File: src/rtl/inv_wave_sequencer_pkg.sv
// inv_wave_sequencer_pkg: wave state encoding and per-level pattern/speed tables
package inv_wave_sequencer_pkg;
  localparam int N_INV = 24;
  localparam int ROWS = 3;
  typedef enum logic [2:0] {S_IDLE, S_DELAY, S_SPAWN, S_ACTIVE, S_CLEAR, S_FAIL} wave_state_t;
  function automatic logic [N_INV-1:0] pat(input logic [2:0] level);
    return level == 3'd0 ? 24'h0000FF : level == 3'd1 ? 24'h00FFFF : level == 3'd3 ? 24'hAA55AA : 24'hFFFFFF;
  endfunction
  function automatic logic [1:0] spd(input logic [2:0] level);
    return level == 3'd0 ? 2'd0 : level <= 3'd2 ? 2'd1 : level <= 3'd4 ? 2'd2 : 2'd3;
  endfunction
endpackage

File: src/rtl/inv_popcount8.sv
// inv_popcount8: combinational population count of one invader row
module inv_popcount8 (
  input  logic [7:0] din,
  output logic [3:0] cnt
);
  always_comb begin
    cnt = '0;
    for (int i = 0; i < 8; i++) cnt = cnt + {3'd0, din[i]};
  end
endmodule

File: src/rtl/inv_wave_sequencer.sv
// inv_wave_sequencer: runs one invader wave from level start through pre-roll,
// row-by-row spawn and play, ending in a held clear or fail result
module inv_wave_sequencer
  import inv_wave_sequencer_pkg::*;
#(
  parameter int PRE_TICKS = 4,
  parameter int ROW_W = 8
) (
  input  logic             clk,
  input  logic             clk_rst,
  input  logic             tick,
  input  logic             lvl_start,
  input  logic [2:0]       level,
  input  logic             hit_valid,
  input  logic [4:0]       hit_idx,
  input  logic             line_crossed,
  output logic [N_INV-1:0] inv_en,
  output logic [1:0]       speed_sel,
  output logic [4:0]       alive_count,
  output logic             wave_busy,
  output logic             wave_clear,
  output logic             wave_fail
);
  wave_state_t state_q, state_d;
  logic [N_INV-1:0] pat_q, pat_d, inv_en_q, inv_en_d, row_mask, hit_mask;
  logic [ROW_W-1:0] row_bits;
  logic [3:0] row_pop, cnt_q, cnt_d;
  logic [4:0] alive_q, alive_d;
  logic [1:0] spd_q, spd_d, row_q, row_d;
  logic busy_q, busy_d, clear_q, clear_d, fail_q, fail_d, spawn, hit_ok;

  inv_popcount8 u_pop (.din(row_bits), .cnt(row_pop));

  always_comb begin
    row_bits = row_q == 2'd0 ? pat_q[ROW_W-1:0] : row_q == 2'd1 ? pat_q[2*ROW_W-1:ROW_W] : pat_q[3*ROW_W-1:2*ROW_W];
    row_mask = {{(N_INV-ROW_W){1'b0}}, row_bits} << (ROW_W * row_q);
    hit_mask = hit_valid && hit_idx < 5'(N_INV) ? {{(N_INV-1){1'b0}}, 1'b1} << hit_idx : '0;
    hit_ok = |(hit_mask & inv_en_q);
    spawn = tick && state_q == S_SPAWN;
  end

  always_comb begin
    state_d = state_q;
    pat_d = pat_q;
    spd_d = spd_q;
    inv_en_d = inv_en_q;
    alive_d = alive_q;
    cnt_d = cnt_q;
    row_d = row_q;
    if (lvl_start) begin
      state_d = S_DELAY;
      pat_d = pat(level);
      spd_d = spd(level);
      inv_en_d = '0;
      alive_d = '0;
      cnt_d = 4'(PRE_TICKS);
      row_d = '0;
    end else begin
      case (state_q)
        S_DELAY: if (tick) begin
          cnt_d = cnt_q - 4'd1;
          state_d = cnt_q == 4'd1 ? S_SPAWN : S_DELAY;
          row_d = '0;
        end
        S_SPAWN, S_ACTIVE: if (line_crossed) state_d = S_FAIL;
        else begin
          // a hit is judged against the pre-spawn enables, so it can never kill a bit spawning this cycle
          inv_en_d = (inv_en_q & ~(hit_ok ? hit_mask : '0)) | (spawn ? row_mask : '0);
          alive_d = alive_q + (spawn ? {1'b0, row_pop} : 5'd0) - {4'd0, hit_ok};
          row_d = spawn ? row_q + 2'd1 : row_q;
          state_d = spawn && row_q == 2'(ROWS - 1) ? S_ACTIVE : state_q;
          if (state_q == S_ACTIVE && alive_d == 5'd0) begin
            state_d = S_CLEAR;
            inv_en_d = '0;
          end
        end
        default: ;
      endcase
    end
    busy_d = state_d inside {S_DELAY, S_SPAWN, S_ACTIVE};
    clear_d = state_d == S_CLEAR;
    fail_d = state_d == S_FAIL;
  end

  always_ff @(posedge clk or negedge clk_rst) begin
    if (!clk_rst) begin
      state_q <= S_IDLE;
      pat_q <= '0;
      spd_q <= '0;
      inv_en_q <= '0;
      alive_q <= '0;
      cnt_q <= '0;
      row_q <= '0;
      busy_q <= 1'b0;
      clear_q <= 1'b0;
      fail_q <= 1'b0;
    end else begin
      state_q <= state_d;
      pat_q <= pat_d;
      spd_q <= spd_d;
      inv_en_q <= inv_en_d;
      alive_q <= alive_d;
      cnt_q <= cnt_d;
      row_q <= row_d;
      busy_q <= busy_d;
      clear_q <= clear_d;
      fail_q <= fail_d;
    end
  end

  assign inv_en = inv_en_q;
  assign speed_sel = spd_q;
  assign alive_count = alive_q;
  assign wave_busy = busy_q;
  assign wave_clear = clear_q;
  assign wave_fail = fail_q;
endmodule

File: config.mk
export PLATFORM = sky130hd
export DESIGN_NAME = inv_wave_sequencer
export DESIGN_NICKNAME = d
export VERILOG_FILES = /design/src/rtl/inv_wave_sequencer_pkg.sv /design/src/rtl/inv_popcount8.sv /design/src/rtl/inv_wave_sequencer.sv
export SDC_FILE = /design/constraint.sdc
export NUM_CORES = 1
export LEC_CHECK = 0
export CORE_AREA = 2 2 74 76
export CTS_CLUSTER_DIAMETER = 150
export DETAILED_ROUTE_END_ITERATION = 8
export DIE_AREA = 0 0 76 78
export DONT_BUFFER_PORTS = 1
export MAX_ROUTING_LAYER = met4
export PLACE_DENSITY = 0.79
export SYNTH_ARGS = -nofsm -noshare
export SYNTH_HDL_FRONTEND = slang
export SYNTH_SLANG_ARGS = --single-unit
File: constraint.sdc
create_clock -name clk -period 4.44 [get_ports clk]
set_clock_uncertainty 0.1 [all_clocks]
set_input_delay 1.332 -clock clk [delete_from_list [all_inputs] [get_ports clk]]
set_output_delay 1.332 -clock clk [all_outputs]
set_load 0.01 [all_outputs]
# Word-level counts from Yosys, hierarchy flattened
# Index checks and enable logic that the tools add are counted.
# totals
romBits,0
ff_bits,67
ram_bits,0
mem_count,0
input_bits,14
output_inout_bits,34
latchBits,0
# classes
n_lt_le_gt_ge,3
n_eq_ne,17
n_mux,34
shifts,2
div,0
bitwise,4
multipliers,0
n_addsub,11
reduce_logical,17
# ops
op,count
$mux W24,9
$and A24 B24 Y24,2
$add A4 B1 Y4,6
$not A24 Y24,1
$or A24 B24 Y24,1
$reduce_or A24 Y1,1
$shl A1 B5 Y24 const A,1
$shl A8 B5 Y24,1
$mux W23,1
$mux W4,4
$mux W8,2
$eq A3 B2 Y1 const B,5
$mux W3,5
$mux W5,3
$mux W2,7
$eq A3 B1 Y1 const B,3
$ne A3 B3 Y1 const B,3
$eq A3 B3 Y1 const B,2
$pmux W3 S2,1
$reduce_bool A2 Y1,3
$reduce_bool A3 Y1,2
$add A5 B4 Y5,1
$logic_not A5 Y1,1
$lt A5 B5 Y1 const B,1
other kinds (18),22

# Longest topological paths before layout
# Gate-level depths: netlist (run 1).
# logic_depth
depth_word,21
ltp_mapped,20
ltp_nobuf,17

# Cells and area by module
# A second synthesis (run 1) with hierarchy kept.
# unflattened
hier_cells,331
area_unflattened_um2,3220.6
# modules_own_cells
module,n_inst,area_per_inst_um2,seq_area_each_um2,cells_per_inst
inv_wave_sequencer,1,3030.4,1226.2,307
inv_popcount8,1,190.2,0.0,24

# Least setup slack after synthesis (run 1)
# Ideal clock, no wire load.
# synth_timing
path_type,input to register
from,input port hit_idx[4]
to,register inv_en_q[12] (netlist: inv_en[12])
arrival_ns,4.480
path_stages,20
setup_slack_ns,-0.258
cell_sequence,buf_2 > nor2b_1 > buf_2 > nand3b_1 > o21ai_0 > a221oi_1 > a31o_2 > a31oi_1 > ha_1 > inv_1 > ha_1 > inv_1 > fa_1 > nand2_1 > nor4_2 > o21ai_2 > o21ai_4 > buf_6 > o21ai_0 > a21o_1
# synth_via
elab_chain_len,13
elab_cells_between_ends,17
cone_classes,add/sub: 1; order compare: 1; shift: 1; mux: 6; bitwise: 4; reduce/logical: 4
# synth_lines
element,line,rtl
"start, declared",inv_wave_sequencer.sv:15,"input logic [4:0] hit_idx,"
$lt A5 B5 Y1,inv_wave_sequencer.sv:37,"hit_mask = hit_valid && hit_idx < 5'(N_INV) ? {{(N_INV-1){1'b0}}, 1'b1} << hit_idx : '0;"
$logic_and A1 B1 Y1,inv_wave_sequencer.sv:37,
$mux W24 *,inv_wave_sequencer.sv:37,
branches (longest 6 deep; another with $sub A5 B1 Y5),-,
$mux W24 *,inv_wave_sequencer.sv:72,if (state_q == S_ACTIVE && alive_d == 5'd0) begin
$mux W24 *,inv_wave_sequencer.sv:65,"S_SPAWN, S_ACTIVE: if (line_crossed) state_d = S_FAIL;"
$mux W24 *,inv_wave_sequencer.sv:59,case (state_q)
$mux W24 *,inv_wave_sequencer.sv:50,if (lvl_start) begin
"end signal, assigned",inv_wave_sequencer.sv:101,inv_en_q <= inv_en_d;
"end, declared",inv_wave_sequencer.sv:25,"logic [N_INV-1:0] pat_q, pat_d, inv_en_q, inv_en_d, row_mask, hit_mask;"
# Mark *: on every way between the ends. The select of a mux whose other input is x is not followed.
# A chain may end at the register's enable or synchronous reset.

# Worst setup path in the final report (run 1)
# layout_timing
from,input port hit_valid
to,register inv_en_q[20] (netlist: inv_en[20])
# layout_via
elab_chain_len,12
elab_cells_between_ends,15
cone_classes,add/sub: 1; mux: 6; bitwise: 4; reduce/logical: 4
# layout_lines
element,line,rtl
"start, declared",inv_wave_sequencer.sv:14,"input logic hit_valid,"
$logic_and A1 B1 Y1 *,inv_wave_sequencer.sv:37,
$mux W24 *,inv_wave_sequencer.sv:37,
branches (longest 6 deep; another with $sub A5 B1 Y5),-,
$mux W24 *,inv_wave_sequencer.sv:72,
$mux W24 *,inv_wave_sequencer.sv:65,
$mux W24 *,inv_wave_sequencer.sv:59,
$mux W24 *,inv_wave_sequencer.sv:50,
# Marked as above.

==> metrics.txt, run 1 <==
FF-to-FF path depth 18; nature of the critical path startpoint primary input; Worst setup EP type flop; IO Count between 40 and 50; number of distinct library cells after synthesis 48; kind of path behind the tightest hold check flop to flop; Max Cap Violations 0; Final period util about 100%; Overall Global Routing Usage between 20% and 30%; source of the worst register-to-register timing path row_q[1]; Final #Nets between 300 and 400; worst setup path startpoint hit_valid; HPWL after DPL about 4800 µm; fraction of met3 tracks used by global routing a little over 6%; number of synthesized register bits a little under 50; clock latency at the later pin of the worst-skew pair 0.30 ns; Clock H-tree levels 2; cells taking the most area after synthesis dfrtp_1 41%, nor2_1 8.0%, a21o_1 6.1%; share of post-route cells with drive strength above 1 13.3%; final total negative setup slack 0 ns; power consumption about 850 µW; prevailing post-synth register cell dfrtp_1; number of remaining DRC errors 0; Crit Path Max Fanout 6; fill cell count roughly 420; Max VDD drop around 0.00014 V; worst setup slack after layout ~0.018 ns; global-route met2 utilization a little over two fifths; area grow syn2layout 10.7%; number of standard-cell rows in the floorplan 26; horizontal die dimension around 76 µm; RSZ-0062 raised after global routing yes; number of enable flip-flop cells after synthesis 0; share of the yosys chip area belonging to registers roughly two fifths; most common cell in the netlist nor2_1; Initial Util just under 60%; Gate Count Post-Synth between 300 and 400; final wirelength ~6800 µm; crit path max-delay cell type fa_2; violation count after the first detailed-route iteration roughly 150; via count of the routed design between 2000 and 2500; number of sinks driven by the clock tree between 40 and 50; Hold Buf Count CTS 0; Die Span Y ~80 µm; netlist area before placement 2960 µm²; clock root buffer clkbuf_8; antenna fix cells 0; count of yosys warnings during synthesis 0; via count of the first global-routing pass roughly 2300; Data arrival, critical path 4.52 ns; CP Cell Sequence nor2b_2, and3_1, nand2_1, a31oi_1, nor4_2, a31oi_4, ha_1, inv_1, ha_2, inv_2, fa_2, nand2_2, nor4_4, o21ai_2, o21ai_4, clkbuf_16, o21ai_0, a21o_1; number of antenna violations at the first check in global routing 0; Final setup violation count 0; normalized max-slew margin 56.0%; length of the first detailed-routing pass in iterations 4; CTS clock-pin slew for the worst setup and hold paths roughly 0.090 ns; FF-to-FF setup slack 0.44 ns; maximum number of pins on one net before global-route repair 50; standard cell core area roughly 5000 µm²; Async SR Flop Fraction 100%; clock tree from TritonCTS built; worst reg2reg path endpoint inv_en[20]; post-detailed-route via-to-cell ratio 5.81; GRT Residual Overflow 0; clock period minus final worst setup slack roughly 4.4 ns; Worst Tran Pin Value between 0.6 and 0.7 ns; delay contributed by the slowest stage of the critical path roughly 0.54 ns; leading post-synthesis cells by instance count 63 x nor2_1, 49 x dfrtp_1, 24 x a21o_1; Setup Slack @ Placement -0.354 ns; met1 track demand over resource between 20 and 30%; I/O Buffers 0; drt wl/cell between 15 and 20 µm; max frequency between 200 and 250 MHz; required time of the critical path 4.53 ns; critical setup path kind primary input to flop; Leakage Power around 0.0016 µW; area share of the leading cell type in the synthesized netlist 41.5%; worst hold slack across all endpoints 0.386 ns; first-pass GRT wire length around 11000 µm; Power Dens Cells 259 nW/µm²; share of the core filled with cells between 60 and 70%; final hold violation count 0; capturing instance or port of the critical path inv_en[20]; number of buffers created by CTS 5; Clock Tree Buf Depth 2; grt peak-use layer met2; area of the die roughly 5900 µm²; routability congestion estimate 0.952; mean instance size in the synthesized netlist 8.77 µm²; cell type with the highest aggregate area in the netlist dfrtp_1; result of the run complete, no violations; antenna viol nets, final 0; number of max-slew violations in the final report 0
metal layers:
layer	share of wire (%)	routed length, µm
met2	51	3460
met5	0	0
met1	41	2810
met3	7.0	482
met4	1.4	93
metrics by stage:
step / std cells / area, µm²
CTS: 412 / 3170
detailed placement: 404 / 3060
global placement: 404 / 3060
finish: 416 / 3270
floorplan: 338 / 2970
global route: 416 / 3270
how the worst min path moves through the flow:
stage,start,endpoint,slack (ns),cells past startpoint
after floorplan,pat_q[7],pat_q[7],0.34,1
after global placement,pat_q[7],pat_q[7],0.36,1
after detailed placement,pat_q[7],pat_q[7],0.36,1
after CTS,pat_q[7],pat_q[7],0.39,1
after global routing,pat_q[7],pat_q[7],0.42,1
final,pat_q[7],pat_q[7],0.39,1
state kept, by name, summed over array words and instances (netlist names), 2 cells and up:
register and cells:
speed_sel 2, inv_en 24, row_q 2, alive_count 5, state_q 3, cnt_q 4
pat_q 6
cells by family after synthesis:
family	after synthesis	synth area share [%]
simple gates	126	20.2
compound gates	94	20.4
flops	49	41.5
buf+inv	36	5.38
fa+ha+maj	15	6.60
mux	10	3.51
xor+xnor	6	2.24
other cells	1	0.127
placed cells by master (no fill, tap or decap), drive strengths merged, types with 3 or more instances in the layout:
cell type | synthesis | final
nand2 | 16 | 16
or2 | 3 | 3
ha | 14 | 14
and3 | 6 | 6
a31oi | 5 | 5
clkbuf | 5 | 8
mux2i | 7 | 7
nand2b | 11 | 11
dfrtp | 49 | 49
buf | 10 | 14
mux2 | 3 | 3
nor2b | 3 | 3
nor3 | 6 | 6
a21oi | 20 | 20
o21ai | 30 | 30
xnor2 | 3 | 3
nand3 | 6 | 6
a21o | 24 | 24
nor2 | 64 | 64
nand4 | 3 | 3
inv | 21 | 21
critical path: cells and delay by family:
| family | cells | cell delay (ns) |
|---|---|---|
| buf+inv | 3 | 0.30 |
| fa+ha+maj | 3 | 0.96 |
| simple gates | 6 | 0.84 |
| compound gates | 6 | 1.08 |
power by group:
| part | internal [µW] | switching, µW | total (µW) |
|---|---|---|---|
| Sequential | 457 | 10.8 | 467 |
| Clock | 141 | 143 | 284 |
| Combinational | 43.9 | 50.6 | 94.5 |
timing repair:
action,4_1_cts,5_1_grt
setup endpoints to repair,25,28
setup buffers,0,2
cloned,0,2
resized for setup,1,16
pin swaps,0,1
layout make-up:
cell class / count / area (µm²) / area share [%]
clock buffers: 7 / 96.3 / 2.94
clock inverters: 1 / 5.00 / 0.153
inverters: 21 / 78.8 / 2.41
multi-input cells: 253 / 1630 / 49.9
flip-flops and latches: 49 / 1230 / 37.5
well taps: 70 / 87.6 / 2.68
repair buffers: 15 / 146 / 4.47
Power figures use the tool's default switching activity.
==> run 2: changes to the inputs <==
- ABC_CLOCK_PERIOD_IN_PS: unset -> 4440
- CORE_AREA: 2 2 74 76 -> 2 2 77 79
- DIE_AREA: 0 0 76 78 -> 0 0 79 81
- DONT_BUFFER_PORTS: 1 -> unset
- PLACE_DENSITY: 0.79 -> 0.86
==> metrics.txt, run 2 (synthesis results as in run 1) <==
flip-flop count of the largest register, all copies and words added 24; switching share of total power between 20% and 30%; antenna viol nets, final 0; kind of path behind the tightest hold check flop to flop; IO Count 48; Die Span Y 81 µm; P_int approximately 720 µW; critical setup path kind primary input to flop; RSZ-0062 raised after global routing yes; length of the first detailed-routing pass in iterations 4; Worst setup EP type flop; crit path max-delay cell type a221oi_1; area grow syn2layout 39.0%; Leakage Power around 0.002 µW; required time of the critical path around 4.6 ns; clock root buffer clkbuf_8; violation count after the first detailed-route iteration 317; number of max-slew violations in the final report 0; final wirelength 8530 µm; I/O Buffers 47; number of standard-cell rows in the floorplan 28; capturing instance or port of the critical path inv_en[18]; clock period minus final worst setup slack 4.73 ns; Max VDD drop between 0.00015 and 0.0002 V; cell repeated most along the worst path ha_4; max frequency 211 MHz; number of buffers created by CTS 5; Clock H-tree levels 2; result of the run finished with violations; standard cell core area approximately 5700 µm²; kind of cell with the highest combined delay on the critical path compound AO/OA/AOI/OAI gates; number of remaining DRC errors 0; maximum number of pins on one net before global-route repair 50; Hold Buf Count CTS 0; number of stages on the worst hold path 1; drt wl/cell 17.4 µm; cell depth of the worst setup path 20; most common cell after layout, fill and taps aside nor2_1; clock tree from TritonCTS built; FF-to-FF setup slack approximately 0.30 ns; worst reg2reg path endpoint wave_fail; startpoint of the lowest-slack hold path inv_en[4]; number of sinks driven by the clock tree about 50; FF-to-FF path depth 18; Final period util 107%; CTS clock-pin slew for the worst setup and hold paths ~0.09 ns; Worst Tran Pin Value roughly 1.1 ns; Overall Global Routing Usage roughly 28%; normalized max-slew margin a little over a quarter; Setup Slack @ Placement -0.895 ns; worst setup slack after layout -0.294 ns; post-detailed-route via-to-cell ratio 5.90; leading cell types in the layout, fill and taps excluded 62 x nor2_1, 49 x dfrtp_1, 41 x clkdlybuf4s50_1; number of antenna violations at the first check in global routing 0; final total negative setup slack -6.52 ns; antenna fix cells 0; Power Dens Cells 237 nW/µm²; area of the die 6400 µm²; source of the worst register-to-register timing path row_q[1]; HPWL after DPL ~5300 µm; crit path buf inv count 5; Data arrival, critical path between 4 and 5 ns; worst hold slack across all endpoints 0.407 ns; Initial Util roughly 52%; violated checks negative setup slack; clock latency at the later pin of the worst-skew pair between 0.3 and 0.4 ns; share of post-route cells with drive strength above 1 between 20% and 30%; routability congestion estimate 0.951; final hold violation count 0; Max Cap Violations 0; area of all placed cells without fillers approximately 4000 µm²; part of the power in the clock network roughly a third; Crit Path Max Fanout 8; Final #Nets 444; horizontal die dimension 79 µm; Final setup violation count 30; P_sw 252 µW; via count of the first global-routing pass approximately 2900; via count of the routed design between 2000 and 3000; CP Cell Sequence buf_2, nand3b_1, o21ai_0, a221oi_1, a31oi_1, nor4_2, a31oi_4, ha_4, inv_4, ha_4, inv_2, fa_2, nand2b_4, o2bb2ai_4, xnor3_2, o21ai_4, buf_6, buf_16, o21ai_1, a21o_1; delay contributed by the slowest stage of the critical path approximately 0.45 ns; Clock Tree Buf Depth 2; GRT Residual Overflow 0; sequential group share of total power between 40% and 50%; instance area after placement 3620 µm²; power share of the combinational group between 10% and 20%; worst setup path startpoint hit_idx[3]; nature of the critical path startpoint primary input; first-pass GRT wire length roughly 14000 µm
## run 2: changes by cell type in the layout (fill, tap and decap cells not counted), sizes merged
cell | previous run | this run
clkdlybuf4s50 | 0 | 41
buf | 14 | 43
bufinv | 0 | 1
clkbuf | 8 | 7
clkinv | 1 | 0
dlygate4sd2 | 0 | 1
## run 2: routing by layer
layer	global-route usage (%)	part of all wire, %	vias to the layer above
li1	-	-	1320
met1	31.4	38	1393
met2	48.6	51	137
met3	4.44	5.5	47
met4	14.1	5.0	0
met5	-	0	-
## run 2: layout make-up
cell class | count | area (µm²)
clock buffers | 7 | 86.3
clock inverters | 1 | 30.0
fillers | 412 | 1570
inverters | 21 | 81.3
multi-input cells | 253 | 1770
flip-flops and latches | 49 | 1230
well taps | 75 | 93.8
repair buffers | 85 | 818
## run 2: worst reg2reg max path: stages (launching register included)
cell and delay [ns]:
dfrtp_1 0.45, inv_1 0.13, ha_1 0.22, mux2i_1 0.21, nor2_1 0.05, a21oi_1 0.29
inv_1 0.10, ha_1 0.30, nand2_1 0.06, ha_1 0.28, inv_1 0.04, ha_1 0.39
a21oi_1 0.25, a21oi_1 0.15, o21ai_2 0.26, buf_4 0.19, nor2_4 0.05, o311ai_4 0.36
nor2b_4 0.20
## run 2: power by group through the flow
| stage | Combinational, µW | Clock [µW] | Sequential [µW] |
|---|---|---|---|
| detailed placement | 134 | 0 | 474 |
| global route | 188 | 353 | 467 |
| CTS | 157 | 342 | 465 |
| global placement | 130 | 0 | 473 |
| finish | 173 | 337 | 465 |
| floorplan | 74.5 | 0 | 473 |
## run 2: worst min path at each step
stage,end,slack [ns]
final,inv_en[4],0.41
after detailed placement,pat_q[7],0.39
after CTS,pat_q[7],0.41
after floorplan,pat_q[7],0.34
after global placement,pat_q[7],0.36
after global routing,pat_q[7],0.43
## run 2: repair_timing
action | CTS | global route
buffers inserted | 14 | 2
gates resized for setup | 54 | 29
pin swaps | 35 | 30
setup endpoints to repair | 31 | 30
cloned | 2 | 0
## run 2: through the flow
stage | utilization (%) | total power (µW) | cells
finish | 72.4 | 974 | 491
global route | 72.4 | 1010 | 491
CTS | 70.9 | 963 | 491
detailed placement | 63.8 | 608 | 467
global placement | 63.8 | 603 | 467
floorplan | - | 547 | 338
==> run 3: changes to the inputs <==
- CORE_AREA: 2 2 77 79 -> 4 4 79 81
- DIE_AREA: 0 0 79 81 -> 0 0 83 85
==> metrics.txt, run 3 (synthesis results as in run 1) <==
Power Dens Cells 234 nW/µm²; Worst Tran Pin Value approximately 1.3 ns; violation count after the first detailed-route iteration slightly above 300; Clock Tree Buf Depth 2; normalized max-slew margin between 10 and 15%; kind of cell with the highest combined delay on the critical path compound AO/OA/AOI/OAI gates; crit path max-delay cell type mux2_2; standard cell core area between 5000 and 6000 µm²; area of all placed cells without fillers between 4000 and 5000 µm²; antenna viol nets, final 0; final total negative setup slack -0.0152 ns; violated checks negative setup slack; nature of the critical path startpoint primary input; number of antenna violations at the first check in global routing 0; via count of the routed design approximately 2900; routability congestion estimate slightly above 1; instance area after placement between 3000 and 4000 µm²; number of placed instances with taps included 466; max frequency between 200 and 250 MHz; Clock H-tree levels 2; horizontal die dimension ~83 µm; number of buffers created by CTS 5; delay contributed by the slowest stage of the critical path 0.34 ns; GRT Residual Overflow 0; FF-to-FF path depth 18; CP Cell Sequence buf_6, mux2_2, a32oi_1, a31oi_1, nor4_2, a31oi_4, ha_4, inv_4, ha_4, inv_2, fa_2, nand2b_4, o2bb2ai_4, xnor3_2, o21ai_4, buf_6, buf_12, o21ai_1, a21o_1; clock root buffer clkbuf_8; Setup Slack @ Placement -0.890 ns; number of remaining DRC errors 0; Crit Path Max Fanout 6; number of stages on the worst hold path 1; flip-flop count of the largest register, all copies and words added 24; Final #Nets ~440; register cell area after layout 1230 µm²; fill cell count approximately 350; Max VDD drop approximately 0.00020 V; clock period minus final worst setup slack roughly 4.5 ns; first-pass GRT wire length around 14000 µm; share of post-route cells with drive strength above 1 between 20% and 30%; Worst setup EP type flop; area of the die slightly above 7000 µm²; via count of the first global-routing pass between 2000 and 3000; Final setup violation count 3; result of the run finished with violations; area of the multi-input gates ~1800 µm²; crit path buf inv count 5; clock latency at the later pin of the worst-skew pair 0.31 ns; Max Cap Violations 0; number of max-slew violations in the final report 0; worst setup slack after layout -0.0108 ns; Overall Global Routing Usage between 20% and 30%; required time of the critical path approximately 4.6 ns; IO Count 48; critical setup path kind primary input to flop; final cell count without fillers 487; drt wl/cell about 18 µm; maximum number of pins on one net before global-route repair 32; Data arrival, critical path 4.56 ns; HPWL after DPL around 5400 µm; most common cell after layout, fill and taps aside nor2_1; CTS clock-pin slew for the worst setup and hold paths 0.10 ns; Final period util 100%; RSZ-0062 raised after global routing yes; final wirelength approximately 8900 µm; kind of path behind the tightest hold check flop to flop; antenna fix cells 0; Die Span Y 85 µm; number of sinks driven by the clock tree 49; Leakage Power 0.00200 µW; post-detailed-route via-to-cell ratio 5.92; clock tree from TritonCTS built; number of standard-cell rows in the floorplan 27; length of the first detailed-routing pass in iterations 5; power consumption just under 1000 µW; Initial Util between 50 and 60%; leading cell types in the layout, fill and taps excluded 61 x nor2_1, 49 x dfrtp_1, 41 x clkdlybuf4s50_1; I/O Buffers between 40 and 50; final hold violation count 0; area grow syn2layout 41.2%; cell depth of the worst setup path 19
-- run 3: changes by cell type in the layout (fill, tap and decap cells not counted), sizes merged --
cell / previous run / this run
buf: 43 / 42
clkbuf: 7 / 6
clkinv: 0 / 1
dlygate4sd2: 1 / 0
inv: 21 / 22
-- run 3: metrics by stage --
stage,hold WS [ns],utilization [%]
detailed placement,0.378,66.3
finish,0.397,76.3
global placement,0.355,66.3
global route,0.412,76.3
CTS,0.400,74.1
floorplan,0.340,-
-- run 3: final cells by class --
| type | instances | share of cell area [%] |
|---|---|---|
| Multi-Input combinational cell | 253 | 43.7 |
| Sequential cell | 49 | 29.4 |
| Timing Repair Buffer | 84 | 20.1 |
| Tap cell | 72 | 2.16 |
| Inverter | 21 | 1.95 |
| Clock buffer | 5 | 1.65 |
| Clock inverter | 3 | 1.05 |
-- run 3: per-layer routing --
metal / wire [µm] / track usage, % / part of all wire (%) / up-vias
li1: - / - / - / 1325
met1: 3510 / 28.7 / 39 / 1396
met2: 4670 / 44.2 / 52 / 141
met3: 564 / 5.15 / 6.3 / 21
met4: 188 / 8.92 / 2.1 / 0
met5: 0 / - / 0 / -
-- run 3: final timing paths --
path,start,endpoint,slack (ns)
worst max-delay path,hit_idx[0],inv_en[6],-0.01
worst min-delay path,pat_q[7],pat_q[7],0.40
worst max register to register,row_q[1],wave_fail,0.35
worst min register to register,pat_q[7],pat_q[7],0.40
max in group asynchronous,clk_rst,inv_en[18],2.54
min in group asynchronous,clk_rst,inv_en[9],0.95
-- run 3: what timing repair did --
action | CTS | global route
pin swaps | 55 | 13
endpoints found under the setup margin | 31 | 30
hold buffers | 0 | 0
resized for setup | 82 | 28
setup buffers | 9 | 3
cloned | 3 | 0
-- run 3: power breakdown --
group	internal (µW)	total, µW	switching [µW]
clock	169	333	164
sequential	457	465	8.38
combinational	81.8	177	95.3
total	708	975	268
